==> config.mk <==
export PLATFORM = sky130hd
export DESIGN_NAME = seg7_scan_ctrl
export DESIGN_NICKNAME = d
export VERILOG_FILES = /design/src/rtl/seg7_scan_ctrl.sv
export SDC_FILE = /design/constraint.sdc
export NUM_CORES = 1
export LEC_CHECK = 0
export BUFFER_PORTS_ARGS = -buffer_cell sky130_fd_sc_hd__buf_4
export CAP_MARGIN = 10
export CORE_MARGIN = 4
export CORE_UTILIZATION = 55
export DETAILED_ROUTE_END_ITERATION = 16
export GPL_TIMING_DRIVEN = 1
export PLACE_DENSITY_LB_ADDON = 0.3
export SLEW_MARGIN = 40
export SYNTH_ARGS = -nofsm -noshare
export SYNTH_HDL_FRONTEND = slang
export SYNTH_SLANG_ARGS = --single-unit
==> constraint.sdc <==
create_clock -name iCLK -period 2.9 [get_ports iCLK]
set_clock_uncertainty 0.05 [all_clocks]
set_input_delay 0.29 -clock iCLK [delete_from_list [all_inputs] [get_ports iCLK]]
set_output_delay 0.29 -clock iCLK [all_outputs]
set_load 0.1 [all_outputs]
==> src/rtl/seg7_scan_ctrl.sv <==
// ---------------------------------------------------------------------------
// seg7_scan_ctrl
//
// Time-multiplexed scan controller for N_DIG common-anode 7-segment digits
// sharing one segment bus. A slot counter gives each digit DIV clock cycles.
// The first GAP cycles of every slot are blanked so the previous digit's
// segments do not ghost onto the next anode. The display value is
// double-buffered: writes land in a shadow buffer, and the shadow is copied
// into the active buffer only at the frame boundary, so a frame never tears.
//
// Optional feature macro: SEG7_LZB_EN
//   defined   -> leading-zero blanking on the active buffer (digit 0 always
//                shown, DP still follows iDP, anode timing unchanged)
//   undefined -> every digit is decoded, including leading zeros
//
// Ports
//   iCLK    in   1        system clock
//   iRST_N  in   1        asynchronous active-low reset
//   iVAL    in   4*N_DIG  display value, nibble k -> digit k (digit 0 = LSD)
//   iDP     in   N_DIG    decimal point per digit, 1 = lit
//   iWE     in   1        write strobe, captures iVAL/iDP into the shadow
//   iBLANK  in   1        level, forces all anodes off; scanning continues
//   oSEG    out  8        segments, active-low, {dp,g,f,e,d,c,b,a}
//   oDIG_N  out  N_DIG    anode enables, active-low, at most one low
//   oFRAME  out  1        pulse on the last cycle of digit N_DIG-1's slot
// ---------------------------------------------------------------------------
module seg7_scan_ctrl #(
   parameter int N_DIG = 8,
   parameter int DIV   = 50000,
   parameter int GAP   = 16
) (
   input  logic               iCLK,
   input  logic               iRST_N,
   input  logic [4*N_DIG-1:0] iVAL,
   input  logic [N_DIG-1:0]   iDP,
   input  logic               iWE,
   input  logic               iBLANK,
   output logic [7:0]         oSEG,
   output logic [N_DIG-1:0]   oDIG_N,
   output logic               oFRAME
);

   localparam int CW = $clog2(DIV);
   localparam int IW = $clog2(N_DIG);

   typedef enum logic {
      GAPST,
      SHOW
   } state_t;

   state_t             state_q, state_d;
   logic [CW-1:0]      cnt_q, cnt_d;
   logic [IW-1:0]      idx_q, idx_d;
   logic [4*N_DIG-1:0] shadow_val_q, shadow_val_d;
   logic [N_DIG-1:0]   shadow_dp_q, shadow_dp_d;
   logic [4*N_DIG-1:0] active_val_q, active_val_d;
   logic [N_DIG-1:0]   active_dp_q, active_dp_d;
   logic [7:0]         seg_q, seg_d;
   logic [N_DIG-1:0]   dig_q, dig_d;
   logic               frame_q, frame_d;

   logic               cnt_wrap;
   logic               last_dig;
   logic               swap;
   logic [3:0]         cur_nib;
   logic               cur_dp;
   logic [N_DIG-1:0]   cur_dig_n;
   logic               cur_lz;

   // Segment patterns for bits 6:0 (g..a), active-low.
   function automatic logic [6:0] decode7(input logic [3:0] nib);
      logic [6:0] s;
      case (nib)
         4'h0: s = 7'h40;
         4'h1: s = 7'h79;
         4'h2: s = 7'h24;
         4'h3: s = 7'h30;
         4'h4: s = 7'h19;
         4'h5: s = 7'h12;
         4'h6: s = 7'h02;
         4'h7: s = 7'h78;
         4'h8: s = 7'h00;
         4'h9: s = 7'h18;
         4'hA: s = 7'h08;
         4'hB: s = 7'h03;
         4'hC: s = 7'h46;
         4'hD: s = 7'h21;
         4'hE: s = 7'h06;
         default: s = 7'h0E;
      endcase
      return s;
   endfunction

   // Slot counter, digit index and buffer swap. The swap happens on the very
   // cycle the last digit's slot wraps, and it copies the shadow as it stood
   // before that edge, so a write on the same cycle lands in the next frame.
   always_comb begin
      cnt_wrap     = (cnt_q == CW'(DIV - 1));
      last_dig     = (idx_q == IW'(N_DIG - 1));
      swap         = cnt_wrap && last_dig;

      cnt_d        = cnt_wrap ? '0 : cnt_q + 1'b1;
      idx_d        = idx_q;
      if (cnt_wrap) begin
         idx_d = last_dig ? '0 : idx_q + 1'b1;
      end

      shadow_val_d = iWE ? iVAL : shadow_val_q;
      shadow_dp_d  = iWE ? iDP  : shadow_dp_q;
      active_val_d = swap ? shadow_val_q : active_val_q;
      active_dp_d  = swap ? shadow_dp_q  : active_dp_q;
   end

   // Per-slot FSM: the anode stays off during the first GAP cycles.
   always_comb begin
      state_d = state_q;
      case (state_q)
         GAPST: if (cnt_q == CW'(GAP - 1)) state_d = SHOW;
         SHOW:  if (cnt_wrap)              state_d = GAPST;
         default: state_d = GAPST;
      endcase
   end

   // Select the current digit's nibble, DP and anode bit. The leading-zero
   // flag is a running AND from the top digit down: digit k is a leading
   // zero when it and every digit above it are zero.
   always_comb begin
      logic run;
      cur_nib   = 4'h0;
      cur_dp    = 1'b0;
      cur_dig_n = '1;
      cur_lz    = 1'b0;
      run       = 1'b1;
      for (int k = N_DIG - 1; k >= 0; k--) begin
         run = run && (active_val_q[4*k +: 4] == 4'h0);
         if (idx_q == IW'(k)) begin
            cur_nib      = active_val_q[4*k +: 4];
            cur_dp       = active_dp_q[k];
            cur_dig_n[k] = 1'b0;
            cur_lz       = run && (k != 0);
         end
      end
   end

   // Registered outputs, computed from the current counter/FSM state.
   always_comb begin
      seg_d   = 8'hFF;
      dig_d   = '1;
      frame_d = swap;
      if (!iBLANK && (state_q == SHOW)) begin
         dig_d = cur_dig_n;
`ifdef SEG7_LZB_EN
         seg_d = {~cur_dp, cur_lz ? 7'h7F : decode7(cur_nib)};
`else
         seg_d = {~cur_dp, decode7(cur_nib)};
`endif
      end
   end

`ifndef SEG7_LZB_EN
   // Without blanking the leading-zero flag has no consumer.
   logic unused_lz;
   assign unused_lz = cur_lz;
`endif

   always_ff @(posedge iCLK or negedge iRST_N) begin
      if (!iRST_N) begin
         state_q      <= GAPST;
         cnt_q        <= '0;
         idx_q        <= '0;
         shadow_val_q <= '0;
         shadow_dp_q  <= '0;
         active_val_q <= '0;
         active_dp_q  <= '0;
         seg_q        <= 8'hFF;
         dig_q        <= '1;
         frame_q      <= 1'b0;
      end else begin
         state_q      <= state_d;
         cnt_q        <= cnt_d;
         idx_q        <= idx_d;
         shadow_val_q <= shadow_val_d;
         shadow_dp_q  <= shadow_dp_d;
         active_val_q <= active_val_d;
         active_dp_q  <= active_dp_d;
         seg_q        <= seg_d;
         dig_q        <= dig_d;
         frame_q      <= frame_d;
      end
   end

   assign oSEG   = seg_q;
   assign oDIG_N = dig_q;
   assign oFRAME = frame_q;

endmodule

# Word level (Yosys, flattened, before mapping)
# Memory sizes are Yosys's and may differ from the RTL's.
# Cells that the tools add are included.
# classes
reduce_logical	4
mux	31
add_sub_neg	2
bitwise	2
n_eq_ne	9
# ops
operator	count
$mux W4	8
$mux W1	18
$add A16 B1 Y16 const B	1
$eq A16 B16 Y1 const B	1
$eq A16 B4 Y1 const B	1
$mux W16	1
$mux W8	2
$eq A3 B3 Y1 const B	4
$eq A3 B2 Y1 const B	2
$add A3 B1 Y3 const B	1
$eq A3 B1 Y1 const B	1
$logic_not A3 Y1	1
$mux W3	1
$logic_and A1 B1 Y1	2
$not A1 Y1	2
$pmux W1 S2	1
$logic_not A1 Y1	1
# totals
input_bits	44
n_memories	1
rom_bits	112
out_inout_bits	17
ff_bits	117
elab_cells	59
# memory_table
name	words	width	rd	rd_clocked_by_memory_dff	wr	line	text
(no name shown)	16	7	1	0	0	73	case (nib)

# Depth between registers and ports, before layout
# Gate-level depths: netlist of run 1.
# logic_depth
depth_word	11
depth_mapped	14
mapped_depth_nobuf	12

# Worst setup path after synthesis of run 1
# Ideal clock, no wire load.
# synth_timing
kind	register to register
from	reg idx_q[2]
to	reg seg_q[3], in the netlist oSEG[3]
stages_incl_launch_ff	12
setup_ns	0.089
slack_ns	0.307
n_path_buf	1
required_time_ns	2.761
arrival_time_ns	2.454
path_cell_list	dfrtp_1 buf_6 bufinv_8 ha_1 inv_2 o2111ai_1 nand2_1 o221ai_2 inv_1 ha_1 a2111oi_2 a31oi_1
# synth_between
elab_chain_len	11
elab_cells_between_ends	18
classes_between	7 x eq/ne; 9 x mux; 1 x reduce/logical; 1 x memory
# synth_rtl
item	line	text
start, declared	53	logic [IW-1:0] idx_q, idx_d;
start signal, assigned	181	idx_q <= idx_d;
$eq A3 B3 Y1	136	if (idx_q == IW'(k)) begin
$mux W4 (7 in series)	136	
$mux W4 (*)	136	
$mem_v2 Z16 W7 (*)	n/a	
$mux W8 (*)	150	if (!iBLANK && (state_q == SHOW)) begin
via seg_d[3]	58	logic [7:0] seg_q, seg_d;
end signal, assigned	186	seg_q <= seg_d;
end, declared	58	
# The timed path passes the listed nets; every way through them passes the cells marked *.
# A chain may end at the register's enable or synchronous reset.

# Worst setup path after layout of run 1
# layout_timing
from	reg idx_q[0]
to	reg seg_q[0], in the netlist oSEG[0]
# The elaborated chain is that of the path after synthesis.

==> flow_metrics.py, run 1 <==
metrics = {
    "critical_path": {
        "slowest_stage": "dfrtp_1",
        "worst_setup_path_end_kind": "flip-flop",
        "critPathMaxFanout": 12,
        "crit_top_cell": "inv_1",
        "cp_cell_sequence": "inv_1 -> ha_2 -> buf_4 -> nand2_1 -> o21ai_0 -> o21ai_1 -> o221ai_2 -> inv_1 -> ha_1 -> o41ai_1 -> a31oi_1",
        "slowest_delay_ns": 0.41,
        "cp.arrival_ns": 3.14,
        "ff2ff_setup_slack_ns": 0.14,
        "required_ns": 3.28,
        "path_class": "reg -> reg",
        "cp-start-kind": "flip-flop",
    },
    "global_routing": {
        "grt_pass1_vias": 4359,
        "grt_usage_pct": 22.6,
        "grt_first_pass_wirelength_um": 20400,
        "antenna_found_initial": 0,
        "grt.overflow.total": 0,
        "grt_max_degree": 77,
    },
    "yosys": {
        "synth_xor_area_share_pct": 2.41,
        "synth_top_area_cell": "dfrtp_1",
        "ys_ff_latch": 117,
        "syn-cell-area_um2": 5450,
        "ys_warn_count": 0,
        "synth_area_leaders": "dfrtp_1 46%, nand2_1 9.8%, mux2_2 8.3%",
        "synth_fa_ha_area_share_pct": 3.21,
        "yosysUniqueCellTypes": 61,
        "synthesis.nets": 565,
        "yosys.area_share.simple_pct": 17.9,
        "synth_top_family_by_area": "simple AND/OR/NAND/NOR gates",
        "yosysSeqAreaShare_pct": 54.1,
        "synthFlopType": "dfrtp_1",
        "synth_cells": 507,
        "muxShareOfSynthArea_pct": 9.36,
        "synth-edff-count": 0,
        "syn_avg_cell_area_um2": 10.8,
        "synth_compound_gate_area_share_pct": 8.83,
        "async_flop_share_pct": 100,
        "yosysTopAreaCellShare_pct": 46.4,
    },
    "floorplanning": {
        "dieArea_um2": 11600,
        "rows": 36,
        "ioPinCount": 61,
        "start_util_pct": 56.0,
        "die_y_um": 108,
        "die_w_um": 108,
        "core_um2": 9730,
    },
    "final_layout": {
        "seqCellArea_um2": 2950,
        "area_growth_pct": 28.8,
        "nFillCells": 729,
        "num_antenna_cells": 0,
        "post-route-util_pct": 72.2,
        "drive_gt1_share_pct": 29.8,
        "fin_cells": 761,
        "multiInputGateArea_um2": 2280,
        "fin_nets": 673,
        "postLayoutCellArea_um2": 7020,
    },
    "power_and_ir_drop": {
        "p_per_area_nw_per_um2": 573,
        "power_leakage_uw": 0.00334,
        "peakVddDrop_mv": 0.434,
        "combPwrFrac_pct": 6.3,
        "p_int_uw": 3080,
        "swShare_pct": 23.6,
        "p_switching_uw": 949,
        "power_frac_seq_pct": 43.0,
        "power_frac_clock_pct": 50.7,
    },
    "timing": {
        "setup_ws_ns": 0.142,
        "maxSlewViolCount": 0,
        "fin_crit_ns": 2.76,
        "hold_viol_final": 0,
        "timing.fmax_mhz": 363,
        "slew_headroom_pct": 65.5,
        "setup-tns-final_ns": 0,
        "max_slew.worst_pin.slew_ns": 0.517,
        "finalSetupViolCount": 0,
        "final.period_utilization_pct": 95.1,
    },
    "drt": {
        "vias_per_cell": 5.36,
        "routed-via-count": 4076,
        "routed_wl_um": 11800,
        "post-route-drc-count": 0,
        "drt_first_pass_iters": 5,
        "ant_nets": 0,
        "wire_per_inst_um": 15.6,
        "drtIter0Drc": 219,
    },
    "job": {
        "cap_violations": 0,
    },
    "placed_design": {
        "numPortBuffers": 60,
        "dp_hpwl_um": 7770,
        "dpl_cell_area_um2": 6020,
        "gp_congestion": 0.907,
        "place_ws_ns": 0.0588,
        "dp.cells": 688,
    },
    "clock_tree": {
        "cts.path.max_buffers": 2,
        "cts_root_buf": "clkbuf_8",
        "postCtsSetupRepairBufs": 0,
        "cts_tree": "done",
        "cts.sinks": 117,
        "htree_levels": 4,
        "clkLatencyLatePin_ns": 0.52,
        "clkTransAtPathRegs_ns": 0.06,
        "cts_buffers": 17,
    },
    "hold_path": {
        "hp-class": "in -> reg",
    },
    "status": {
        "status": "finished clean",
    },
}
## Yosys cell counts (4+ instances only)
| library cell | n |
|---|---|
| nand2_1 | 143 |
| dfrtp_1 | 101 |
| mux2_2 | 40 |
| nand3_1 | 19 |
| nor2_1 | 17 |
| dfstp_2 | 16 |
| ha_1 | 14 |
| inv_1 | 11 |
| o21ai_0 | 10 |
| o21ai_1 | 9 |
| a21oi_1 | 8 |
| buf_2 | 8 |
| xor2_1 | 8 |
| xnor2_1 | 7 |
| mux2i_1 | 6 |
| clkbuf_1 | 5 |
| nand2b_1 | 5 |
| o2111ai_1 | 5 |
| a31oi_1 | 4 |
| buf_6 | 4 |
| nor2b_1 | 4 |
| nor3b_1 | 4 |
## through the flow
stage	hold slack, ns	total power [µW]
finish	0.225	4030
CTS	0.207	4050
floorplan	-0.0556	1860
global route	0.247	4160
detailed placement	0.248	1970
global placement	0.249	1960
## registers in the layout, summed over array words and instances (netlist names)
register and count:
active_val_q 32, idx_q 3, oDIG_N 8, oFRAME 1, shadow_dp_q 8, cnt_q 16
active_dp_q 8, shadow_val_q 32, oSEG 8, state_q 1
## final timing paths
kind	startpoint	to	cells after the start
min in group asynchronous	iRST_N	cnt_q[6]	2
worst min-delay path	iBLANK	oDIG_N[3]	3
worst max-delay path	idx_q[0]	oSEG[0]	11
max in group asynchronous	iRST_N	active_val_q[16]	3
worst max register to register	idx_q[0]	oSEG[0]	11
worst min register to register	active_dp_q[6]	active_dp_q[6]	2
## worst max-delay path: cells and delay by family, from the launching register on
family | cells | cell delay, ns
and+or+nand+nor | 1 | 0.05
DFF | 1 | 0.41
adders and majority gates | 2 | 0.58
buffers and inverters | 3 | 0.52
AOI/OAI and AO/OA | 5 | 1.06
## power by group through the flow
| stage | clock, µW | sequential (µW) | combinational, µW |
|---|---|---|---|
| after floorplan | 0 | 1790 | 78.1 |
| after global placement | 0 | 1760 | 203 |
| after detailed placement | 0 | 1760 | 210 |
| after CTS | 2070 | 1730 | 254 |
| after global routing | 2150 | 1740 | 274 |
| final | 2040 | 1730 | 252 |
## layout make-up
type | instances | area share, %
sequential | 117 | 42.0
tap | 133 | 2.37
inverter | 15 | 1.03
clock inverter | 15 | 2.44
timing repair buffer | 113 | 13.7
clock buffer | 17 | 5.90
multi-input combinational | 351 | 32.5
## what timing repair did
| item | in CTS | in global routing |
|---|---|---|
| resized for setup | 0 | 2 |
| setup endpoints to repair | 0 | 5 |
| hold endpoints to repair | 65 | 0 |
| hold buffers | 41 | 0 |
## cell families after synthesis
group / after synthesis
AND/OR/NAND/NOR: 216
XOR/XNOR: 15
multiplexers: 46
adder cells (fa/ha/maj): 14
buffers and inverters: 39
AO/OA/AOI/OAI: 60
flip-flops: 117
## metal layers
layer	vias to the layer above	global-route usage, %	part of all wire [%]
li1	1947	-	-
met1	2011	28.6	43
met2	100	37.0	51
met3	18	6.00	4.8
met4	0	9.20	1.7
met5	-	0	0
## cell usage in the layout (no fill, tap or decap), drive strengths merged, types with 5 or more instances in the layout
master	instances
xor2	8
mux2	40
clkbuf	17
nor3b	5
o2111ai	5
nand2b	5
a21oi	9
o21ai	19
nor2b	6
buf	72
clkinv	5
dfrtp	101
dfstp	16
nand2	143
nand3	19
mux2i	6
xnor2	7
nor2	17
inv	19
ha	14
dlygate4sd3	41
No activity file was read; power rests on OpenSTA's default activity.
==> run 2: changes to the inputs <==
Settings changed: CORE_UTILIZATION 55 to 35, PLACE_DENSITY set to 0.49, PLACE_DENSITY_LB_ADDON 0.3 to not set, SKIP_LAST_GASP set to 1.
==> flow_metrics.py, run 2 (same netlist as run 1, synthesis figures left out) <==
metrics = {
    "status": {
        "status": "finished clean",
    },
    "timing": {
        "rsz0062_at_grt": "no",
        "setup_ws_ns": 0.229,
        "slew_headroom_pct": 62.6,
        "finalSetupViolCount": 0,
        "final.period_utilization_pct": 92.1,
        "setup-tns-final_ns": 0,
        "maxSlewViolCount": 0,
        "hold_viol_final": 0,
        "timing.hold.ws_ns": 0.0510,
        "max_slew.worst_pin.slew_ns": 0.561,
        "timing.fmax_mhz": 374,
        "fin_crit_ns": 2.67,
    },
    "global_routing": {
        "antenna_found_initial": 0,
        "grt_first_pass_wirelength_um": 20700,
        "grt_pass1_vias": 4068,
        "grt_max_degree": 61,
        "grt_usage_pct": 14.7,
        "grt.overflow.total": 0,
    },
    "clock_tree": {
        "clkTransAtPathRegs_ns": 0.06,
        "cts_buffers": 17,
        "postCtsSetupRepairBufs": 0,
        "htree_levels": 4,
        "cts_tree": "done",
        "cts.path.max_buffers": 2,
        "clkLatencyLatePin_ns": 0.42,
        "cts.sinks": 117,
        "cts_root_buf": "clkbuf_16",
    },
    "critical_path": {
        "r2r_end": "oSEG[0]",
        "crit_top_cell": "ha_1",
        "cp-start-kind": "flip-flop",
        "cp_num_buf_inv": 2,
        "cp_cell_sequence": "ha_1 -> ha_1 -> inv_2 -> o2111ai_1 -> o2111ai_1 -> o221ai_4 -> ha_1 -> inv_1 -> nand2_1 -> a2111o_1 -> o41ai_1 -> a31oi_1",
        "critPathMaxFanout": 10,
        "cp.arrival_ns": 2.94,
        "slowest_delay_ns": 0.40,
        "path_class": "reg -> reg",
        "path_delay_family": "compound AO/OA/AOI/OAI gates",
        "reg2reg_from": "idx_q[0]",
        "worst_setup_path_end_kind": "flip-flop",
        "reg2reg_depth": 12,
        "ff2ff_setup_slack_ns": 0.23,
        "slowest_stage": "dfrtp_1",
        "required_ns": 3.17,
    },
    "placed_design": {
        "numPortBuffers": 60,
        "gp_congestion": 0.877,
        "place_ws_ns": 0.176,
        "dp.cells": 768,
        "dp_hpwl_um": 8620,
    },
    "floorplanning": {
        "ioPinCount": 61,
        "dieArea_um2": 17600,
        "die_w_um": 133,
        "die_y_um": 133,
        "start_util_pct": 35.7,
        "core_um2": 15300,
        "rows": 45,
    },
    "power_and_ir_drop": {
        "power_frac_seq_pct": 40.3,
        "p_int_uw": 3450,
        "swShare_pct": 19.8,
        "p_switching_uw": 853,
        "power_leakage_uw": 0.00324,
        "power_frac_clock_pct": 54.9,
        "peakVddDrop_mv": 0.406,
        "p_per_area_nw_per_um2": 629,
        "combPwrFrac_pct": 4.8,
    },
    "final_layout": {
        "multiInputGateArea_um2": 2300,
        "nFillCells": 1476,
        "fin_cells": 800,
        "reg_top3": "active_val_q: 32 flops, shadow_val_q: 32 flops, cnt_q: 16 flops",
        "fin_nets": 635,
        "num_antenna_cells": 0,
        "seqCellArea_um2": 2950,
        "layout_commonest_cell": "nand2_1",
        "drive_gt1_share_pct": 31.6,
        "layout_common_cells": "143 x nand2_1, 101 x dfrtp_1, 71 x buf_4",
        "area_growth_pct": 25.4,
    },
    "drt": {
        "ant_nets": 0,
        "wire_per_inst_um": 15.1,
        "drt_first_pass_iters": 4,
        "post-route-drc-count": 0,
        "routed_wl_um": 12100,
        "routed-via-count": 3871,
        "drtIter0Drc": 236,
        "vias_per_cell": 4.84,
    },
    "hold_path": {
        "holdCritStartpoint": "iVAL[0]",
        "min_to": "shadow_val_q[0]",
        "hp-class": "in -> reg",
        "hold_depth": 2,
    },
    "job": {
        "cap_violations": 0,
    },
}
[run 2: cell types whose count changed in the layout (fill, tap and decap cells not counted), sizes merged, moves of 3 or more]
cell	previous run	this run
bufinv	3	7
clkbuf	17	22
clkinvlp	3	0
dlygate4sd3	41	1
inv	19	14
[run 2: routing by layer]
layer  GRT usage [%]  share of wire, %  wire length [µm]  vias to the layer above
met1            20.2                49              5880                     1918
met4            6.87               1.8               213                        0
met3            4.07               4.1               493                       17
met2            21.7                45              5470                       78
li1                -                 -                 -                     1858
met5               0                 0                 0                        -
[run 2: how the worst max path moves through the flow]
| stage | cells after the start | slack (ns) | start | endpoint |
|---|---|---|---|---|
| floorplan | 11 | 0.31 | idx_q[2] | oSEG[3] |
| global placement | 10 | 0.30 | idx_q[1] | oSEG[3] |
| detailed placement | 10 | 0.18 | idx_q[1] | oSEG[3] |
| CTS | 10 | 0.14 | idx_q[1] | oSEG[3] |
| global route | 10 | 0.04 | idx_q[1] | oSEG[3] |
| finish | 12 | 0.23 | idx_q[0] | oSEG[0] |
[run 2: final cells by class]
class                      instances  area share [%]
clock buffer                      22            6.79
multi-input combinational        351            33.6
inverter                          15            1.06
timing repair buffer              75            8.69
clock inverter                     9            2.91
sequential                       117            43.1
tap                              211            3.86
[run 2: what timing repair did]
action                     in CTS  in global routing
hold endpoints to repair       42                  0
hold buffers                    1                  0
gates resized for setup         0                  4
setup endpoints to repair       0                  2
[run 2: power groups by stage]
stage / logic [µW] / clock network, µW / registers, µW
4_1_cts: 213 / 2420 / 1730
3_5_place_dp: 212 / 0 / 1760
6_report: 208 / 2360 / 1730
5_1_grt: 231 / 2480 / 1740
3_3_place_gp: 209 / 0 / 1760
2_1_floorplan: 78.1 / 0 / 1790
[run 2: through the flow]
step | power, µW | cell area, µm² | utilization [%]
6_report | 4300 | 6840 | 44.8
5_1_grt | 4450 | 6840 | 44.8
4_1_cts | 4370 | 6820 | 44.7
3_5_place_dp | 1970 | 6140 | 40.3
3_3_place_gp | 1970 | 6140 | 40.3
2_1_floorplan | 1860 | 5450 | -
==> run 3: changes to the inputs <==
Settings changed: REMOVE_ABC_BUFFERS set to 1.
==> flow_metrics.py, run 3 (same netlist as run 1, synthesis figures left out) <==
metrics = {
    "clock_tree": {
        "cts_root_buf": "clkbuf_16",
        "cts_buffers": 17,
        "cts_tree": "done",
        "cts.path.max_buffers": 2,
        "clkTransAtPathRegs_ns": 0.05,
        "htree_levels": 4,
        "cts.sinks": 117,
        "clkLatencyLatePin_ns": 0.42,
    },
    "hold_path": {
        "hp-class": "in -> reg",
        "holdCritStartpoint": "iVAL[4]",
    },
    "timing": {
        "slew_headroom_pct": 61.7,
        "hold_viol_final": 0,
        "finalSetupViolCount": 0,
        "timing.hold.ws_ns": 0.0484,
        "max_slew.worst_pin.slew_ns": 0.575,
        "final.period_utilization_pct": 93.1,
        "maxSlewViolCount": 0,
        "fin_crit_ns": 2.70,
        "timing.fmax_mhz": 370,
        "rsz0062_at_grt": "no",
    },
    "status": {
        "status": "finished clean",
    },
    "drt": {
        "drt_first_pass_iters": 5,
        "drtIter0Drc": 159,
        "wire_per_inst_um": 14.6,
        "ant_nets": 0,
        "routed-via-count": 3803,
        "routed_wl_um": 11700,
        "vias_per_cell": 4.76,
        "post-route-drc-count": 0,
    },
    "final_layout": {
        "num_antenna_cells": 0,
        "area_growth_pct": 24.4,
        "drive_gt1_share_pct": 31.8,
        "fin_nets": 634,
        "layout_common_cells": "143 x nand2_1, 101 x dfrtp_1, 70 x buf_4",
        "layout_commonest_cell": "nand2_1",
        "post-route-util_pct": 44.5,
        "nFillCells": 1461,
        "reg_top3": "active_val_q: 32 flops, shadow_val_q: 32 flops, cnt_q: 16 flops",
        "postLayoutCellArea_um2": 6780,
    },
    "floorplanning": {
        "die_w_um": 133,
        "start_util_pct": 35.7,
        "core_um2": 15300,
        "dieArea_um2": 17600,
        "ioPinCount": 61,
        "rows": 45,
        "die_y_um": 133,
    },
    "critical_path": {
        "critPathMaxFanout": 6,
        "cp_num_buf_inv": 3,
        "slowest_stage": "dfrtp_1",
        "cp.arrival_ns": 2.97,
        "cp-start-kind": "flip-flop",
        "slowest_delay_ns": 0.40,
        "cp_cell_sequence": "inv_1 -> ha_1 -> buf_4 -> nand3_1 -> o2111ai_1 -> nand2_1 -> o221ai_2 -> inv_1 -> ha_1 -> a2111oi_2 -> a31oi_1",
        "required_ns": 3.17,
        "worst_setup_path_end_kind": "flip-flop",
        "reg2reg_from": "idx_q[0]",
        "path_class": "reg -> reg",
        "path_delay_family": "compound AO/OA/AOI/OAI gates",
        "startpoint": "idx_q[0]",
    },
    "placed_design": {
        "dp_hpwl_um": 8470,
        "gp_congestion": 0.866,
        "dpl_cell_area_um2": 6140,
        "numPortBuffers": 60,
    },
    "global_routing": {
        "grt_first_pass_wirelength_um": 19800,
        "grt_usage_pct": 14.3,
        "grt_pass1_vias": 3906,
        "grt.overflow.total": 0,
        "antenna_found_initial": 0,
        "grt_max_degree": 62,
    },
    "job": {
        "cap_violations": 0,
    },
    "power_and_ir_drop": {
        "p_per_area_nw_per_um2": 609,
        "peakVddDrop_mv": 0.391,
        "power_leakage_uw": 0.00322,
    },
}
==> run 3: cell count changes in the layout (fill, tap and decap cells not counted), sizes merged <==
cell      previous run  this run
bufinv               7         5
clkinv               3         5
buf                 74        73
clkbuf              22        21
clkinvlp             0         1
==> run 3: through the flow <==
step                std cells  setup TNS [ns]  total power [µW]  worst slack (ns)
floorplan                 483          -29.70              1850            -0.812
global placement          767               0              1960             0.282
detailed placement        767               0              1970             0.157
CTS                       799               0              4200             0.142
global route              799               0              4290            0.0158
finish                    799               0              4130             0.200
==> run 3: layer usage <==
layer,global-route usage [%],part of all wire [%]
met5,0,0
met4,6.70,2.1
met3,3.99,3.8
met2,21.5,46
met1,19.0,48
==> run 3: final timing paths <==
kind / cells after the start / slack, ns / end
setup / recovery: 11 / 0.20 / oSEG[3]
hold / removal: 2 / 0.05 / shadow_val_q[4]
setup reg to reg: 11 / 0.20 / oSEG[3]
hold reg to reg: 2 / 0.42 / active_val_q[18]
max in group asynchronous: 3 / 1.69 / oDIG_N[7]
min in group asynchronous: 2 / 0.37 / shadow_val_q[31]
==> run 3: worst register-to-register path, delay by kind of cell, from the launching register on <==
| kind | cells | cell delay [ns] |
|---|---|---|
| adder cells (fa/ha/maj) | 2 | 0.61 |
| AO/OA/AOI/OAI | 4 | 0.87 |
| flip-flops | 1 | 0.40 |
| AND/OR/NAND/NOR | 2 | 0.18 |
| buffers and inverters | 3 | 0.49 |
==> run 3: area by class of cell <==
class,instances,area [µm²],area share (%)
Clock inverter,10,153,2.25
Timing Repair Buffer,74,587,8.65
Inverter,15,72.6,1.07
Multi-Input combinational cell,351,2290,33.7
Clock buffer,21,470,6.94
Sequential cell,117,2950,43.5
Tap cell,211,264,3.89
==> run 3: repair_timing <==
action                                  4_1_cts  5_1_grt
hold buffers                                  1        0
resized for setup                             0        3
setup buffers                                 0        0
endpoints found under the setup margin        0        5
hold endpoints to repair                     60        0
==> run 3: power breakdown <==
part / internal, µW / total [µW] / switching [µW]
sequential: 1700 / 1730 / 31.6
combinational: 100 / 207 / 107
clock: 1490 / 2190 / 700
total: 3290 / 4130 / 839
